File: config.mk
export PLATFORM = sky130hd
export DESIGN_NAME = countdown_timer_gen
export DESIGN_NICKNAME = d
export VERILOG_FILES = /design/src/rtl/countdown_timer_gen.sv
export SDC_FILE = /design/constraint.sdc
export NUM_CORES = 1
export LEC_CHECK = 0
export CELL_PAD_IN_SITES_DETAIL_PLACEMENT = 1
export CELL_PAD_IN_SITES_GLOBAL_PLACEMENT = 1
export CORE_UTILIZATION = 54
export CTS_CLUSTER_SIZE = 40
export DETAILED_ROUTE_END_ITERATION = 16
export PLACE_DENSITY = 0.95
export SLEW_MARGIN = 20
export SYNTH_ARGS = -nofsm -noshare
export SYNTH_HDL_FRONTEND = slang
export SYNTH_SLANG_ARGS = --single-unit
File: constraint.sdc
create_clock -name CLK -period 8.4 [get_ports CLK]
set_input_delay 1.26 -clock CLK [delete_from_list [all_inputs] [get_ports CLK]]
set_output_delay 1.26 -clock CLK [all_outputs]
set_load 0.03 [all_outputs]
File: src/rtl/countdown_timer_gen.sv
`default_nettype none
// countdown_timer_gen: BCD countdown timer with SET/RUN/PAUSE control, a tick
// prescaler with fast mode, optional auto-reload and a remaining-time LED bar.
module countdown_timer_gen #(
  parameter int TICK_DIV = 5000,
  parameter int FAST_DIV = 50,
  parameter int BAR_W    = 18,
  parameter int HOUR_MAX = 99
) (
  input  logic             CLK,
  input  logic             RSTN,
  input  logic             EN,
  input  logic             FAST,
  input  logic             RELOAD_EN,
  input  logic             KEY_SEL,
  input  logic             KEY_UP,
  input  logic             KEY_DN,
  input  logic             KEY_GO,
  output logic [3:0]       TSEC0,
  output logic [3:0]       TSEC1,
  output logic [3:0]       TMIN0,
  output logic [3:0]       TMIN1,
  output logic [3:0]       THOUR0,
  output logic [3:0]       THOUR1,
  output logic [BAR_W-1:0] BAR,
  output logic [1:0]       FIELD,
  output logic             RUNNING,
  output logic             DONE
);

  localparam int         PW     = $clog2(TICK_DIV + 1);
  localparam int         PRODW  = 26;
  localparam logic [7:0] SM_MAX = 8'h59;
  localparam logic [7:0] HR_MAX = {4'(HOUR_MAX / 10), 4'(HOUR_MAX % 10)};

  typedef enum logic [1:0] {
    ST_SET   = 2'd0,
    ST_RUN   = 2'd1,
    ST_PAUSE = 2'd2
  } state_t;

  state_t           state_q, state_d;
  logic [1:0]       field_q, field_d;
  logic [23:0]      digits_q, digits_d;
  logic [18:0]      rem_q, rem_d;
  logic [23:0]      pre_dig_q, pre_dig_d;
  logic [18:0]      pre_rem_q, pre_rem_d;
  logic [PW-1:0]    presc_q, presc_d;
  logic             done_q, done_d;
  logic [BAR_W-1:0] bar_q, bar_d;
  logic [3:0]       sync1_q, sync2_q, prev_q;

  logic             sel_ev, up_ev, dn_ev, go_ev;
  logic [PW-1:0]    div;
  logic             tick;
  logic [7:0]       fld_bcd, fld_max, fld_new;
  logic [18:0]      fld_unit, fld_span, rem_edit;
  logic [PRODW-1:0] rem_scaled;
  logic [BAR_W-1:0] bar_run;

  assign {go_ev, dn_ev, up_ev, sel_ev} = sync2_q & ~prev_q;
  assign div = FAST ? PW'(FAST_DIV) : PW'(TICK_DIV);

  function automatic logic [7:0] bcd_up(input logic [7:0] v, input logic [7:0] vmax);
    if (v == vmax) return 8'h00;
    if (v[3:0] == 4'd9) return {v[7:4] + 4'd1, 4'd0};
    return {v[7:4], v[3:0] + 4'd1};
  endfunction

  function automatic logic [7:0] bcd_dn(input logic [7:0] v, input logic [7:0] vmax);
    if (v == 8'h00) return vmax;
    if (v[3:0] == 4'd0) return {v[7:4] - 4'd1, 4'd9};
    return {v[7:4], v[3:0] - 4'd1};
  endfunction

  // One-second borrow chain; only ever applied to a non-zero time.
  function automatic logic [23:0] bcd_sec_dec(input logic [23:0] t);
    logic [23:0] r;
    r = t;
    if (t[3:0] != 4'd0) r[3:0] = t[3:0] - 4'd1;
    else begin
      r[3:0] = 4'd9;
      if (t[7:4] != 4'd0) r[7:4] = t[7:4] - 4'd1;
      else begin
        r[7:4] = 4'd5;
        if (t[11:8] != 4'd0) r[11:8] = t[11:8] - 4'd1;
        else begin
          r[11:8] = 4'd9;
          if (t[15:12] != 4'd0) r[15:12] = t[15:12] - 4'd1;
          else begin
            r[15:12] = 4'd5;
            if (t[19:16] != 4'd0) r[19:16] = t[19:16] - 4'd1;
            else begin
              r[19:16] = 4'd9;
              r[23:20] = t[23:20] - 4'd1;
            end
          end
        end
      end
    end
    return r;
  endfunction

  // Lit LED k (from the MSB) when REM*BAR_W > k*preset.
  assign rem_scaled = PRODW'(rem_q) * PRODW'(BAR_W);
  for (genvar k = 0; k < BAR_W; k++) begin : g_bar
    assign bar_run[BAR_W-1-k] = rem_scaled > (PRODW'(k) * PRODW'(pre_rem_q));
  end

  always_comb begin
    fld_bcd  = digits_q[7:0];
    fld_max  = SM_MAX;
    fld_unit = 19'd1;
    fld_span = 19'd59;
    case (field_q)
      2'd1: begin
        fld_bcd  = digits_q[15:8];
        fld_unit = 19'd60;
        fld_span = 19'd3540;
      end
      2'd2: begin
        fld_bcd  = digits_q[23:16];
        fld_max  = HR_MAX;
        fld_unit = 19'd3600;
        fld_span = 19'(HOUR_MAX * 3600);
      end
      default: ;
    endcase
    if (up_ev) begin
      fld_new  = bcd_up(fld_bcd, fld_max);
      rem_edit = (fld_bcd == fld_max) ? rem_q - fld_span : rem_q + fld_unit;
    end else begin
      fld_new  = bcd_dn(fld_bcd, fld_max);
      rem_edit = (fld_bcd == 8'h00) ? rem_q + fld_span : rem_q - fld_unit;
    end
  end

  always_comb begin
    state_d   = state_q;
    field_d   = field_q;
    digits_d  = digits_q;
    rem_d     = rem_q;
    pre_dig_d = pre_dig_q;
    pre_rem_d = pre_rem_q;
    presc_d   = presc_q;
    done_d    = 1'b0;
    tick      = 1'b0;
    bar_d     = (state_q == ST_SET) ? {BAR_W{rem_q != 19'd0}} : bar_run;
    if (!EN) begin
      state_d   = ST_SET;
      field_d   = 2'd0;
      digits_d  = '0;
      rem_d     = '0;
      pre_dig_d = '0;
      pre_rem_d = '0;
      presc_d   = '0;
      bar_d     = '0;
    end else begin
      case (state_q)
        ST_SET: begin
          if (go_ev) begin
            if (rem_q != 19'd0) begin
              pre_dig_d = digits_q;
              pre_rem_d = rem_q;
              presc_d   = '0;
              state_d   = ST_RUN;
            end
          end else begin
            if (sel_ev) field_d = (field_q == 2'd2) ? 2'd0 : field_q + 2'd1;
            if (up_ev ^ dn_ev) begin
              rem_d = rem_edit;
              case (field_q)
                2'd1:    digits_d[15:8]  = fld_new;
                2'd2:    digits_d[23:16] = fld_new;
                default: digits_d[7:0]   = fld_new;
              endcase
            end
          end
        end
        ST_RUN: begin
          // A count left above a newly shortened divisor wraps silently.
          if (presc_q >= div) presc_d = '0;
          else if (presc_q == div - PW'(1)) begin
            presc_d = '0;
            tick    = 1'b1;
          end else presc_d = presc_q + PW'(1);
          if (go_ev) state_d = ST_PAUSE;
          if (tick) begin
            if (rem_q == 19'd1) begin
              done_d   = 1'b1;
              digits_d = pre_dig_q;
              rem_d    = pre_rem_q;
              if (!RELOAD_EN) begin
                state_d = ST_SET;
                field_d = 2'd0;
              end
            end else begin
              digits_d = bcd_sec_dec(digits_q);
              rem_d    = rem_q - 19'd1;
            end
          end
        end
        ST_PAUSE: if (go_ev) state_d = ST_RUN;
        default:  state_d = ST_SET;
      endcase
    end
  end

  always_ff @(posedge CLK or negedge RSTN) begin
    if (!RSTN) begin
      sync1_q   <= '0;
      sync2_q   <= '0;
      prev_q    <= '0;
      state_q   <= ST_SET;
      field_q   <= '0;
      digits_q  <= '0;
      rem_q     <= '0;
      pre_dig_q <= '0;
      pre_rem_q <= '0;
      presc_q   <= '0;
      done_q    <= 1'b0;
      bar_q     <= '0;
    end else begin
      sync1_q   <= {KEY_GO, KEY_DN, KEY_UP, KEY_SEL};
      sync2_q   <= sync1_q;
      prev_q    <= sync2_q;
      state_q   <= state_d;
      field_q   <= field_d;
      digits_q  <= digits_d;
      rem_q     <= rem_d;
      pre_dig_q <= pre_dig_d;
      pre_rem_q <= pre_rem_d;
      presc_q   <= presc_d;
      done_q    <= done_d;
      bar_q     <= bar_d;
    end
  end

  assign {THOUR1, THOUR0, TMIN1, TMIN0, TSEC1, TSEC0} = digits_q;
  assign BAR     = bar_q;
  assign FIELD   = field_q;
  assign RUNNING = (state_q == ST_RUN);
  assign DONE    = done_q;

endmodule
`default_nettype wire

==> results of run 1 <==
[worst max-delay path: cells and delay by family (launching register included)]
kind	cells	cell delay (ns)
flops	1	0.42
simple gates	7	1.99
fa+ha+maj	2	0.99
mux	1	0.16
compound gates	7	2.67
buf+inv	1	0.14
[cell type report]
| class | instances | area share [%] |
|---|---|---|
| timing repair buffer | 109 | 3.39 |
| multi-input combinational | 2682 | 76.8 |
| clock inverter | 13 | 0.617 |
| inverter | 236 | 3.12 |
| tap | 615 | 2.71 |
| clock buffer | 18 | 1.51 |
| antenna | 2 | 0.0176 |
| sequential | 134 | 11.8 |
[Yosys cell counts (15+ instances only)]
library cell / number
a211o_1: 16
a211oi_1: 40
a21o_1: 121
a21oi_1: 262
a22o_1: 46
a31oi_1: 25
and3_1: 21
clkbuf_1: 47
dfrtp_1: 134
fa_1: 93
ha_1: 607
inv_1: 235
nand2_1: 188
nand2b_1: 47
nand3_1: 67
nand4_1: 74
nor2_1: 205
nor2b_1: 45
nor3_1: 57
nor4_1: 21
o211ai_1: 26
o21a_1: 61
o21ai_0: 186
o21bai_1: 15
o31ai_1: 33
or2_2: 23
or3_1: 24
xnor2_1: 90
xor2_1: 80
[sequential cells by signal (all words and copies together) (netlist names)]
name,count
state_q,2
BAR,18
prev_q,4
DONE,1
pre_rem_q,19
FIELD,2
digits_q,24
pre_dig_q,24
sync1_q,4
sync2_q,4
rem_q,19
presc_q,13
[cells by family after synthesis]
kind of cell / count (synthesis) / share of synthesized area [%]
AOI/OAI and AO/OA: 959 / 24.2
xor gates and xnor gates: 170 / 5.69
adders and majority gates: 700 / 36.1
muxes: 14 / 0.545
DFF: 134 / 12.8
buffers and inverters: 298 / 4.41
and+or+nand+nor: 839 / 16.2
[how the worst max path moves through the flow]
stage	from	endpoint	slack (ns)	cells after the start
finish	FIELD[1]	rem_q[18]	1.88	18
global route	FIELD[1]	rem_q[18]	1.24	18
CTS	FIELD[1]	rem_q[18]	1.96	18
detailed placement	FIELD[0]	rem_q[18]	2.16	18
global placement	FIELD[0]	rem_q[18]	2.36	18
floorplan	pre_rem_q[4]	BAR[2]	3.35	17
[power groups by stage]
stage                     logic, mW  clock network, mW  registers, mW
after floorplan                6.10                  0           1.14
final                          9.97              0.844           1.10
after global routing           10.8              0.859           1.11
after global placement         8.71                  0           1.07
after detailed placement       9.51                  0           1.08
after CTS                      9.66              0.845           1.08
[routing by layer]
| metal | up-vias | global-route usage, % | share of wire (%) |
|---|---|---|---|
| met5 | - | 0 | 0.033 |
| met4 | 6 | 28.4 | 7.0 |
| met1 | 13200 | 52.3 | 39 |
| met3 | 469 | 12.0 | 10 |
| li1 | 11700 | - | - |
| met2 | 1378 | 68.2 | 44 |
[placed cells by master (no fill, tap or decap), types with 23 or more instances in the layout]
cell type	count
nor2_1	204
fa_1	93
nand4_1	74
nand2b_1	46
a21o_1	121
buf_4	54
or3_1	24
nor3_1	57
ha_1	607
o211ai_1	26
inv_1	235
or2_2	23
a22o_1	46
o21ai_0	185
xor2_1	76
a21oi_1	261
nand3_1	66
dfrtp_1	134
a211oi_1	40
o21a_1	61
o31ai_1	33
nor2b_1	45
clkdlybuf4s50_1	53
xnor2_1	83
nand2_1	188
a31oi_1	24
==> key figures, run 1 <==
Worst setup path
  – CP cell instances: inv_1 -> ha_1 -> a22oi_1 -> a21oi_1 -> nand3_1 -> nor2_1 -> nor2_1 -> a21oi_1 -> a21o_1 -> ha_1 -> a211oi_1 -> o21ai_0 -> a2111oi_0 -> nor3_1 -> nor4_1 -> nor2_1 -> mux2i_1 -> nor4_1
  – Critical Path Start Type: flip-flop
  – Worst Setup End Kind: flip-flop
  – Worst-path fanout max: 19
  – Worst path max stage delay: 0.80 ns
  – Crit path max-delay cell type: a21oi_1
  – Critical Path RT: 8.75 ns
  – R2R depth: 18
  – CP Class: reg2reg
  – RR Endpoint: rem_q[18]
  – Minimum setup slack among reg-to-reg paths: 1.88 ns
  – CP Data Arrival Time: 6.87 ns
  – Cell repeated most along the worst path: nor2_1
  – FF-to-FF Start: FIELD[1]

Job
  – Max-cap violation count: 0

Power and ir drop
  – Net Sw Power: 6.81 mW
  – Total power: 11.9 mW
  – PwrDens: roughly 420 mW/mm²
  – Clock share of power: 7.1%
  – Switch share: 57.1%
  – Pleak: 13.7 nW
  – Combinational fraction of design power: 83.7%
  – Flop pwr share: 9.2%
  – VDD IR-drop max: 0.000734 V
  – P_int: between 5 and 6 mW

Clock tree
  – Total CTS buffers: 17
  – CTS hold repair buffers: 0
  – Resize count post-CTS: 0
  – CTS sink count: 134
  – Latest clock arrival within the worst-skew pair: 0.50 ns
  – Post-CTS setup repair buffer count: 0
  – TritonCTS clock tree: yes
  – H-Tree Level Count: 4
  – Clock transition at the registers of the reported paths: 0.07 ns
  – Clock buffer depth: 2
  – Root buffer cell: clkbuf_16

Placement
  – Port Buffer Count: 54
  – # placed instances: around 3800
  – RePlAce Congestion: 0.975
  – Placed Area: 0.0278 mm²
  – Pre-CTS setup slack: 2.16 ns
  – HPWL Detailed: around 80000 µm

Global route
  – Initial antenna violation count: 4
  – Vias in the first global route: 29000
  – Gr ovfl total: 0
  – First-pass GRT wire length: 166000 µm
  – Pin count of the biggest net entering global routing: 88
  – Tot GR Track Use: between 40 and 50%

Detailed routing
  – DR iter-0 viols: 2432
  – Detailed-route wire length per cell: 28.2 µm
  – Post-Route WL: 107000 µm
  – DR vias: 26800
  – Post-route ant nets: 0
  – Vias/cell: 7.03
  – 1st-pass router iterations: 6
  – # DRC: 0

Logic synthesis
  – Mean Syn Cell Area: 8.41 µm²
  – Synth Flop Type: dfrtp_1
  – Post-synthesis async set-or-reset flop share: 100%
  – Area share of the largest cell type after synthesis: 29.0%
  – Synth unique cells: 93
  – Part of the Yosys area used for sequential elements: about an eighth
  – EDFF count, synth: 0
  – Mapped Area: 0.0262 mm²
  – Synth area leader: ha_1
  – Synth warn: 0
  – Cells after Synth: 3114
  – FF+latch count, synth: around 130
  – Mapped Nets: around 3800
  – Synth area leaders: ha_1 (29%), dfrtp_1 (13%), fa_1 (7.1%)

Timing
  – Worst-margin pin slew: 1.13 ns
  – Tcrit/Tclk final: 77.6%
  – # setup viols final: 0
  – Min Hold Slack: 0.353 ns
  – Clock skew: 0.0302 ns
  – Fmax: 153 MHz
  – PnR worst setup slack: 1.88 ns
  – Slew Viols, Final: 0
  – Fin crit period: 6.52 ns
  – Final Hold Violating Endpoints: 0
  – Max_slew headroom: 24.7%
  – Setup TNS: 0 ns
  – RSZ-0062 raised after global routing: false

Layout
  – Nets: 3889
  – Final Util: 59.5%
  – Share of post-route cells with drive strength above 1: under 10%
  – Final instance area: 0.0284 mm²
  – Layout Area Growth over Synthesis: 8.41%
  – Fin cells: 3809
  – Fill cell count: 5693
  – Area occupied by multi-input gates: 0.0218 mm²
  – Register area: 0.00335 mm²

Min path
  – Hold Path End: sync2_q[2]
  – Tightest Hold Check Type: reg2reg
  – Hold_sp: sync1_q[2]
  – Hold depth: 0

Die
  – Rows: 80
  – Initial core utilization: between 50 and 60%
  – Total core area: 0.0477 mm²
  – Die Height: 222 µm
  – I/O pin total: 55
  – Full die area: 0.0494 mm²
  – Die Wd: 222 µm

Outcome
  – Status: complete, no violations
Note: power is estimated with default switching activity, not from simulation.
==> inputs of run 2 (changes only) <==
- CORE_UTILIZATION: 54 -> 46
- PLACE_DENSITY: 0.95 -> 0.86
- clock period: 8.4 -> 5.3 ns (I/O delays scaled with it)
==> key figures, run 2 (synthesis gave the netlist of run 1 again) <==
Min path
  – Tightest Hold Check Type: in2async

Timing
  – Setup TNS: 0 ns (unchanged)
  – Slew Viols, Final: 0 (unchanged)
  – Final Hold Violating Endpoints: 0 (unchanged)
  – Fmax: 194 MHz (+26%)
  – Worst-margin pin slew: 1.08 ns (-0.0458 ns)
  – Fin crit period: 5.16 ns (-1.36 ns)
  – PnR worst setup slack: 0.141 ns (-1.74 ns)
  – Tcrit/Tclk final: 97.3% (+20 points)
  – RSZ-0062 raised after global routing: true
  – Clock skew: 0.0112 ns (-0.0190 ns)
  – # setup viols final: 0 (unchanged)
  – Max_slew headroom: 27.6% (+2.9 points)

Clock tree
  – TritonCTS clock tree: yes
  – Clock buffer depth: 2 (unchanged)
  – Clock transition at the registers of the reported paths: 0.07 ns (about the same)
  – Total CTS buffers: 17 (unchanged)
  – Root buffer cell: clkbuf_16
  – H-Tree Level Count: 4 (unchanged)
  – Latest clock arrival within the worst-skew pair: 0.49 ns (about the same)
  – CTS sink count: 134 (unchanged)

Detailed routing
  – Post-route ant nets: 0 (unchanged)
  – Post-Route WL: 107000 µm (-0.68%)
  – # DRC: 0 (unchanged)
  – Detailed-route wire length per cell: 26.3 µm (-6.7%)
  – 1st-pass router iterations: 5 (-1)
  – Vias/cell: 6.56 (-6.7%)
  – DR iter-0 viols: 2052 (-16%)
  – DR vias: 26600 (-0.68%)

Placement
  – # placed instances: 4004 (+6.1%)
  – Placed Area: 0.0287 mm² (+3.3%)
  – RePlAce Congestion: 1.01 (+3.8%)
  – Port Buffer Count: 54 (unchanged)
  – HPWL Detailed: 83200 µm (+4.8%)
  – Pre-CTS setup slack: -0.0325 ns (-2.19 ns)

Die
  – Die Height: 241 µm (+8.3%)
  – Full die area: 0.0579 mm² (+17%)
  – Initial core utilization: 46.5% (-8.3 points)
  – Die Wd: 241 µm (+8.3%)
  – Rows: 87 (+8.8%)
  – I/O pin total: 55 (unchanged)
  – Total core area: 0.0563 mm² (+18%)

Worst setup path
  – CP Class: reg2reg
  – Worst Setup End Kind: flip-flop
  – Minimum setup slack among reg-to-reg paths: 0.14 ns (-1.74 ns)
  – Critical Path RT: 5.61 ns (-3.14 ns)
  – Worst-path fanout max: 9 (-10)
  – CP Data Arrival Time: 5.47 ns (-1.40 ns)
  – Critical Path Start Type: flip-flop

Layout
  – Fin cells: 4053 (+6.4%)
  – Commonest cells after routing, fill and taps aside: ha_1 (603), a21oi_1 (256), inv_1 (234), nor2_1 (204), nand2_1 (188)
  – Largest regs: digits_q (24), pre_dig_q (24)
  – Nets: 3991 (+2.6%)
  – Commonest non-fill, non-tap cell in the layout: ha_1
  – Layout Area Growth over Synthesis: 13.2%
  – Share of post-route cells with drive strength above 1: 9.23% (+4.2 points)
  – Final instance area: 0.0296 mm² (+4.4%)

Power and ir drop
  – PwrDens: 645 mW/mm² (+54%)
  – Pleak: 14.2 nW (+3.4%)
  – VDD IR-drop max: 0.000748 V (+1.8%)

Global route
  – Vias in the first global route: 28000 (-3.2%)
  – Initial antenna violation count: 3 (-1)
  – First-pass GRT wire length: 163000 µm (-1.7%)
  – Tot GR Track Use: 36.8% (-6.7 points)
  – Pin count of the biggest net entering global routing: 53 (-40%)
  – Gr ovfl total: 0 (unchanged)

Job
  – Max-cap violation count: 0 (unchanged)

Outcome
  – Status: complete, no violations
-- run 2: changes by cell type in the layout (fill, tap and decap cells not counted), moves of 6 or more --
cell,change
dfrtp_1,-8
fa_1,-6
buf_4,+93
buf_12,+8
fa_2,+6
dfrtp_2,+7
-- run 2: layout make-up --
type	count	area, µm²
Clock inverter	12	111
Antenna cell	3	7.51
Multi-Input combinational cell	2682	22000
Clock buffer	19	453
Tap cell	756	946
Sequential cell	134	3370
Inverter	236	890
Timing Repair Buffer	211	1820
Fill cell	6808	26600
-- run 2: where the power goes --
part,internal (mW),leakage (nW),switching [mW]
registers,1.23,1.74,0.362
clock network,0.637,0.277,0.604
logic,6.51,12.2,9.78
-- run 2: what timing repair did --
item | CTS | global route
buffers inserted | 0 | 15
resized for setup | 3 | 54
pin swaps | 0 | 10
hold buffers | 0 | 0
endpoints found under the setup margin | 2 | 20
-- run 2: per-stage QoR --
step | util, % | power, mW | hold WS, ns
after floorplan | - | 11.5 | 0.331
after global placement | 51.0 | 16.1 | 0.334
after detailed placement | 51.0 | 17.2 | 0.337
after CTS | 52.0 | 18.6 | 0.319
after global routing | 52.6 | 20.6 | 0.326
final | 52.7 | 19.1 | 0.289
-- run 2: per-layer routing --
layer | routed length, µm | track usage, % | vias up
met5 | 0 | 0 | -
met4 | 5990 | 19.7 | 0
met3 | 8930 | 8.96 | 357
met2 | 48000 | 58.9 | 1069
met1 | 43700 | 45.5 | 13300
li1 | - | - | 11900
-- run 2: final timing paths --
path                       startpoint       endpoint  cells past startpoint
min                              RSTN     presc_q[1]                      1
max reg2reg                  rem_q[3]         BAR[0]                     16
min in group CLK           sync1_q[3]     sync2_q[3]                      0
min reg2reg                sync1_q[3]     sync2_q[3]                      0
max in group asynchronous        RSTN  pre_rem_q[10]                      2
max                          rem_q[3]         BAR[0]                     16
-- run 2: critical path, cell delays in order, from the launching register on --
cell,delay (ns)
dfrtp_1,0.59
ha_1,0.32
ha_1,0.37
nor2b_1,0.19
o31a_1,0.28
o31a_1,0.33
o2111ai_1,0.34
a31oi_2,0.23
or2_1,0.32
xnor2_2,0.40
ha_1,0.32
a21o_1,0.16
a21o_1,0.18
a211oi_1,0.47
a21oi_1,0.23
o21ai_0,0.13
a21oi_1,0.12
